--- config.mk ---
export PLATFORM = sky130hd
export DESIGN_NAME = jump_motion
export DESIGN_NICKNAME = d
export VERILOG_FILES = /design/src/rtl/jump_pkg.sv /design/src/rtl/jump_parabola.sv /design/src/rtl/jump_motion.sv
export SDC_FILE = /design/constraint.sdc
export NUM_CORES = 1
export LEC_CHECK = 0
export ABC_AREA = 1
export CORE_UTILIZATION = 61
export DETAILED_ROUTE_END_ITERATION = 6
export HOLD_SLACK_MARGIN = 0.02
export PLACE_DENSITY = 0.84
export SLEW_MARGIN = 15
export SYNTH_ARGS = -nofsm -noshare
export SYNTH_HDL_FRONTEND = slang
export SYNTH_SLANG_ARGS = --single-unit
--- constraint.sdc ---
create_clock -name clk -period 8.1 [get_ports clk]
set_clock_uncertainty 0.05 [all_clocks]
set_input_delay 1.62 -clock clk [delete_from_list [all_inputs] [get_ports clk]]
set_output_delay 1.62 -clock clk [all_outputs]
set_load 0.05 [all_outputs]
--- src/rtl/jump_pkg.sv ---
// rtl/jump_pkg.sv - state encoding, default widths and arc constants for jump_motion
package jump_pkg;

  typedef enum logic [2:0] {
    S_IDLE,
    S_LAUNCH,
    S_FLY,
    S_DONE,
    S_HOLD
  } jump_state_t;

  localparam int DEF_PW          = 10;
  localparam int DEF_XW          = 10;
  localparam int DEF_YW          = 8;
  localparam int DEF_DIST_SHIFT  = 2;
  localparam int DEF_MAX_DIST    = 200;
  localparam int DEF_FRAMES_LOG2 = 5;
  localparam int DEF_JUMP_H      = 64;

  // Flight length in ticks.
  function automatic int frames_n(input int fl);
    return 1 << fl;
  endfunction

  // f*(N-f) peaks at N*N/4, so this shift normalises the apex to JUMP_H.
  function automatic int y_shift(input int fl);
    return 2 * fl - 2;
  endfunction

endpackage

--- src/rtl/jump_parabola.sv ---
// rtl/jump_parabola.sv - registered parabolic height y = JUMP_H*f*(N-f) scaled to the apex
module jump_parabola
  import jump_pkg::*;
#(
  parameter int YW          = DEF_YW,
  parameter int FRAMES_LOG2 = DEF_FRAMES_LOG2,
  parameter int JUMP_H      = DEF_JUMP_H
) (
  input  logic                 clk,
  input  logic                 rst,
  input  logic                 clr,
  input  logic [FRAMES_LOG2:0] f,
  output logic [YW-1:0]        y_off
);

  localparam int FW  = FRAMES_LOG2 + 1;
  localparam int N   = frames_n(FRAMES_LOG2);
  localparam int PRW = YW + 2 * FW + 1;

  logic [FW-1:0]  f_rem;
  logic [PRW-1:0] prod;

  // Full-width product; only the final shift narrows the result.
  assign f_rem = FW'(N) - f;
  assign prod  = PRW'(JUMP_H) * PRW'(f) * PRW'(f_rem);

  always_ff @(posedge clk) begin
    if (!rst) begin
      y_off <= '0;
    end else if (clr) begin
      y_off <= '0;
    end else begin
      y_off <= YW'(prod >> y_shift(FRAMES_LOG2));
    end
  end

endmodule

--- src/rtl/jump_motion.sv ---
// rtl/jump_motion.sv - jump responder: press-to-distance, parabolic arc, landing pulse
// Optional sprite spin phase enabled by defining JUMP_MOTION_SPIN_EN.
module jump_motion
  import jump_pkg::*;
#(
  parameter int PW          = DEF_PW,
  parameter int XW          = DEF_XW,
  parameter int YW          = DEF_YW,
  parameter int DIST_SHIFT  = DEF_DIST_SHIFT,
  parameter int MAX_DIST    = DEF_MAX_DIST,
  parameter int FRAMES_LOG2 = DEF_FRAMES_LOG2,
  parameter int JUMP_H      = DEF_JUMP_H
) (
  input  logic          clk,
  input  logic          rst,
  input  logic          jump_En,
  input  logic [PW-1:0] press_cnt,
  input  logic          tick,
  output logic [XW-1:0] x_off,
  output logic [YW-1:0] y_off,
  output logic          busy,
  output logic          jump_fin,
  output logic [XW-1:0] land_x,
  output logic [2:0]    spin_phase
);

  localparam int N  = frames_n(FRAMES_LOG2);
  localparam int FW = FRAMES_LOG2 + 1;
  localparam int AW = XW + FRAMES_LOG2;

  jump_state_t   state, state_n;
  logic [FW-1:0] f, f_n;
  logic [AW-1:0] acc;
  logic [XW-1:0] d;
  logic [PW-1:0] dist_raw;
  logic [XW-1:0] dist_clamped;
  logic          clr;
  logic          fly_tick;

  assign dist_raw     = press_cnt >> DIST_SHIFT;
  assign dist_clamped = (int'(dist_raw) > MAX_DIST) ? XW'(MAX_DIST) : XW'(dist_raw);

  always_ff @(posedge clk) begin
    if (!rst) begin
      state <= S_IDLE;
    end else begin
      state <= state_n;
    end
  end

  // clr zeroes the arc both on a fresh launch and when the controller aborts.
  always_comb begin
    state_n  = state;
    clr      = 1'b0;
    fly_tick = 1'b0;
    case (state)
      S_IDLE: begin
        if (jump_En) state_n = S_LAUNCH;
      end
      S_LAUNCH: begin
        clr     = 1'b1;
        state_n = jump_En ? S_FLY : S_IDLE;
      end
      S_FLY: begin
        if (!jump_En) begin
          clr     = 1'b1;
          state_n = S_IDLE;
        end else if (tick) begin
          fly_tick = 1'b1;
          if (f == FW'(N - 1)) state_n = S_DONE;
        end
      end
      S_DONE: begin
        state_n = S_HOLD;
      end
      S_HOLD: begin
        if (!jump_En) state_n = S_IDLE;
      end
      default: begin
        state_n = S_IDLE;
      end
    endcase
  end

  assign f_n = clr ? '0 : (fly_tick ? f + FW'(1) : f);

  always_ff @(posedge clk) begin
    if (!rst) begin
      f        <= '0;
      acc      <= '0;
      d        <= '0;
      x_off    <= '0;
      busy     <= 1'b0;
      jump_fin <= 1'b0;
      land_x   <= '0;
    end else begin
      f        <= f_n;
      busy     <= (state_n == S_LAUNCH) || (state_n == S_FLY) || (state_n == S_DONE);
      jump_fin <= (state_n == S_DONE);
      if (state_n == S_DONE) land_x <= d;
      if (state == S_LAUNCH) d <= dist_clamped;
      // x_off trails acc by one cycle, matching the parabola register.
      if (clr) begin
        acc   <= '0;
        x_off <= '0;
      end else begin
        if (fly_tick) acc <= acc + AW'(d);
        if ((state == S_FLY) || (state == S_DONE)) x_off <= XW'(acc >> FRAMES_LOG2);
      end
    end
  end

  jump_parabola #(
    .YW         (YW),
    .FRAMES_LOG2(FRAMES_LOG2),
    .JUMP_H     (JUMP_H)
  ) u_parabola (
    .clk  (clk),
    .rst  (rst),
    .clr  (clr),
    .f    (f),
    .y_off(y_off)
  );

`ifdef JUMP_MOTION_SPIN_EN
  always_ff @(posedge clk) begin
    if (!rst) begin
      spin_phase <= 3'd0;
    end else if (state_n == S_FLY) begin
      spin_phase <= 3'(f_n >> (FRAMES_LOG2 - 3));
    end else begin
      spin_phase <= 3'd0;
    end
  end
`else
  assign spin_phase = 3'd0;
`endif

endmodule
**Word level (Yosys, flattened, before mapping)**

Cells that the tools add are included.

- Register bits: 64

- Magnitude comparators: 1
- Equality and inequality tests: 8
- Bitwise logic cells: 1
- Reductions and logical operators: 5
- Muxes and demuxes: 13
- Multipliers: 1
- Add/sub/neg operators: 3

Operators by type and width:

| kind | number |
|---|---|
| $add 15x10->15 | 1 |
| $mux 3 | 5 |
| $pmux 3 s5 | 1 |
| $eq 3x2->1 const B | 4 |
| $mul 6x6->10 | 1 |
| $gt 8x8->1 const B | 1 |
| $mux 8 | 1 |
| $add 6x1->6 const B | 1 |
| $eq 3x1->1 const B | 2 |
| $eq 6x5->1 const B | 1 |
| $sub 6x6->6 const A | 1 |
| $mux 1 | 4 |
| $eq 3x3->1 const B | 1 |
| $logic_not 3->1 | 1 |
| $logic_or 1x1->1 | 3 |
| $mux 2 | 1 |
| $pmux 1 s2 | 1 |
| $reduce_or 2->1 | 1 |
| $not 1->1 | 1 |

**Longest topological paths before layout**

- Depth after elaboration: 8
- Depth in mapped cells: 19
- Mapped depth without buffers: 19

**Cells and area by module**

From an unflattened synthesis, not the netlist that was laid out.

- Cell total of the unflattened synthesis: 543
- Area, all modules: 3,873.7 µm²

By module, submodules not included:

| module | area an instance (µm²) | sequential area each (µm²) | cells each | instances |
|---|---|---|---|---|
| jump_motion | 2,561.2 | 1,041.0 | 363 | 1 |
| jump_parabola | 1,312.5 | 160.2 | 180 | 1 |

**Worst setup path before layout**

OpenSTA, ideal clock, no wires.

- Path kind: flip-flop to flip-flop
- From: register f[0]
- To: register u_parabola.y_off[7]
- Clock period less this slack: 3.959 ns
- Arrival: 3.794 ns
- Setup time: 0.115 ns
- Stages on the path, launching flop included: 20
- Path slack: 4.141 ns
- Path through: dfxtp_1 -> inv_1 -> ha_1 -> nor3b_1 -> ha_1 -> inv_1 -> nand2_1 -> fa_1 -> inv_1 -> fa_1 -> inv_1 -> fa_1 -> inv_1 -> ha_1 -> nand2_1 -> o21ai_0 -> nor2_1 -> nand3_1 -> nand2_1 -> nor2_1

- Longest elaborated chain between the ends: 2

RTL lines:

| element | RTL line | RTL |
|---|---|---|
| start: declaration | jump_motion.sv:32 | `logic [FW-1:0] f, f_n;` |
| start signal: assignment | jump_motion.sv:97 | `f <= f_n;` |
| $sub 6x6->6 | jump_parabola.sv:24 | `assign f_rem = FW'(N) - f;` |
| $mul 6x6->10 * | jump_parabola.sv:25 | `assign prod = PRW'(JUMP_H) * PRW'(f) * PRW'(f_rem);` |
| end signal: assignment | jump_parabola.sv:33 | `y_off <= YW'(prod >> y_shift(FRAMES_LOG2));` |
| end: declaration | jump_parabola.sv:13 | `output logic [YW-1:0] y_off` |

Mark *: on every way between the ends. The rest lies on a longest branch, timed or not.
A chain may end at the register's enable or synchronous reset.

**Final worst setup path**

Ends and elaborated chain as after synthesis.

==> impl_metrics.json <==
{
  "tns_ns": 0,
  "gp_congestion": 0.853,
  "yosysWarnings": 0,
  "yosysUniqueCellTypes": 35,
  "cp_cell_sequence": "inv_1, ha_1, nor3b_1, ha_1, inv_1, nand2_1, fa_1, inv_1, fa_1, inv_1, fa_1, inv_1, ha_1, nand2_1, o21ai_0, nor2_1, nand3_1, nand2_1, nor2_1",
  "max_slew_margin_pct": 57.7,
  "synth-seq-cells": 60,
  "drv_cap": 0,
  "clock_latency_ns": 0.34,
  "postLayoutCellArea_um2": 4410,
  "cts_sinks": 60,
  "via_per_inst": 5.23,
  "io_buffers": 39,
  "antenna_found_initial": 0,
  "syn_area_per_cell_um2": 7.24,
  "die-area_um2": 6580,
  "ys_seq_area_share_pct": 31.5,
  "synth_cells": 527,
  "dpl.hpwl_mm": 5.79,
  "synthTopCellsByArea": "dfxtp_1 (31%), nand2_1 (11%), ha_1 (9.8%), fa_1 (8.4%), inv_1 (8.0%)",
  "root_buffer": "clkbuf_8",
  "criticalPathCategory": "flop to flop",
  "status": "finished clean",
  "slowest_delay_ns": 0.53,
  "crit_buf_inv": 5,
  "worst_pin_slew_ns": 0.633,
  "power.total_mw": 0.666,
  "start_util_pct": 63.7,
  "drt_iter0_drc": 115,
  "critPathTopFamily": "adder cells",
  "synth_most_common_cell": "nand2_1",
  "crit_path_max_fanout": 8,
  "synthTopCellsByCount": "nand2_1 (109), inv_1 (81), dfxtp_1 (60), nor2_1 (60), nand3_1 (43)",
  "slowest_stage": "fa_1",
  "wl_mm": 7.84,
  "cts_resized": 0,
  "cts_tree": "done",
  "synth-async-reset-ratio_pct": 0,
  "hold_viol": 0,
  "rsz0062_at_grt": "false",
  "numCtsBuffers": 9,
  "syn_area_um2": 3820,
  "grt_max_degree": 28,
  "power_density_nw_per_um2": 151,
  "clk_transition_reported_paths_ns": 0.07,
  "drcViolationCount": 0,
  "crit_arrival_ns": 4.53,
  "die_h_um": 81.1,
  "maxSlewViolCount": 0,
  "synth-edff-count": 0,
  "rows": 28,
  "ir_drop_mv": 0.120,
  "grt_pass1_wl_mm": 13.1,
  "route.antenna.remaining_nets": 0,
  "dpl_cell_area_um2": 4190,
  "synth_top_cell_by_area": "dfxtp_1",
  "avgRoutedWirePerCell_um": 12.2,
  "synthFlopType": "dfxtp_1",
  "cp_data_required_time_ns": 8.29,
  "worst_path_most_repeated_cell": "inv_1",
  "vias": 3347,
  "drt-pass1-iter-count": 5,
  "overflow": 0,
  "h-tree-depth": 3,
  "period_share_pct": 53.6,
  "start_kind": "flop",
  "finalSetupViolations": 0,
  "fin_crit_ns": 4.34,
  "final_nets": 620,
  "clockBufferDepth": 2,
  "die-width_um": 81.1,
  "io_pins": 47,
  "clock.fmax_ghz": 0.231,
  "hold_buffers": 0,
  "regArea_um2": 1200,
  "hp-class": "flop to flop",
  "area_growth_pct": 15.6,
  "fillCellCount": 488,
  "synth_top_area_share_pct": 31.5,
  "cts_setup_buffers": 0,
  "post_route_cells_drive_above_1_share_pct": 5.49,
  "dp.cells": 624,
  "final_cells": 640,
  "n_antenna_cell": 0,
  "leakage_nw": 2.04,
  "track_usage_pct": 25.8,
  "coreArea_um2": 5990,
  "end_kind": "flop",
  "grt_pass1_vias": 3164,
  "multi_input_area_um2": 2170
}
## where the power goes
group | internal [mW] | total, mW | switching (mW)
registers | 0.300 | 0.305 | 0.00473
clock network | 0.181 | 0.304 | 0.123
logic | 0.0183 | 0.0577 | 0.0394
## through the flow
step	utilization, %	hold WS (ns)	setup WS (ns)
floorplan	-	0.389	4.14
global placement	69.9	0.402	3.76
detailed placement	69.9	0.404	3.73
CTS	73.6	0.417	3.73
global route	73.6	0.436	3.42
finish	73.6	0.419	3.76
## cell families (layout without fill, tap and decap cells)
family                     after synthesis  count (layout)  share of synthesized area [%]
DFF                                     60              60                           31.5
other                                    1               5                         0.0983
xor gates and xnor gates                 5               5                           1.15
buffers and inverters                  109             143                           12.0
AOI/OAI and AO/OA                       71              71                           10.4
adders and majority gates               46              46                           18.2
and+or+nand+nor                        235             235                           26.6
## registers in the layout (all words and copies together), names as in the netlist
name,flops
acc,15
state,3
land_x,8
x_off,10
busy,1
d,8
jump_fin,1
u_parabola.y_off,8
f,6
## tightest hold or removal path, cell delays in order (launching register included)
cell and delay, ns:
dfxtp_1 0.33, inv_1 0.05, a21oi_1 0.05
## cells in the final DEF, fill, tap and decap left out, drive strengths merged, types with 6 or more instances in the layout
cell,synthesis,final
inv,87,87
nor3,8,8
nand3,46,46
o21ai,18,18
nor2,63,63
fa,16,16
ha,30,30
dfxtp,60,60
clkdlybuf4s50,0,39
nand2,110,110
nand4,6,6
a21oi,42,42
clkbuf,4,10
## worst paths after layout
kind | start | to | slack (ns) | cells past startpoint
worst max register to register | f[0]$_SDFFE_PP0P_ | u_parabola.y_off[7]$_SDFF_PP0_ | 3.76 | 19
worst min-delay path | acc[11]$_SDFFE_PP0P_ | acc[11]$_SDFFE_PP0P_ | 0.42 | 2
worst min register to register | acc[11]$_SDFFE_PP0P_ | acc[11]$_SDFFE_PP0P_ | 0.42 | 2
worst max-delay path | f[0]$_SDFFE_PP0P_ | u_parabola.y_off[7]$_SDFF_PP0_ | 3.76 | 19
## cell type report
type | count | share of cell area [%]
Clock buffer | 10 | 3.12
Clock inverter | 6 | 1.99
Inverter | 88 | 7.49
Multi-Input combinational cell | 362 | 49.2
Sequential cell | 60 | 27.2
Tap cell | 75 | 2.13
Timing Repair Buffer | 39 | 8.85
## metal layers
| layer | global-route usage [%] | up-vias | wire (um) |
|---|---|---|---|
| met5 | 0 | - | 0 |
| met4 | 8.39 | 0 | 133 |
| met3 | 6.07 | 12 | 213 |
| met2 | 46.6 | 50 | 3980 |
| met1 | 29.7 | 1560 | 3510 |
| li1 | - | 1725 | - |
Power figures use the tool's default switching activity.
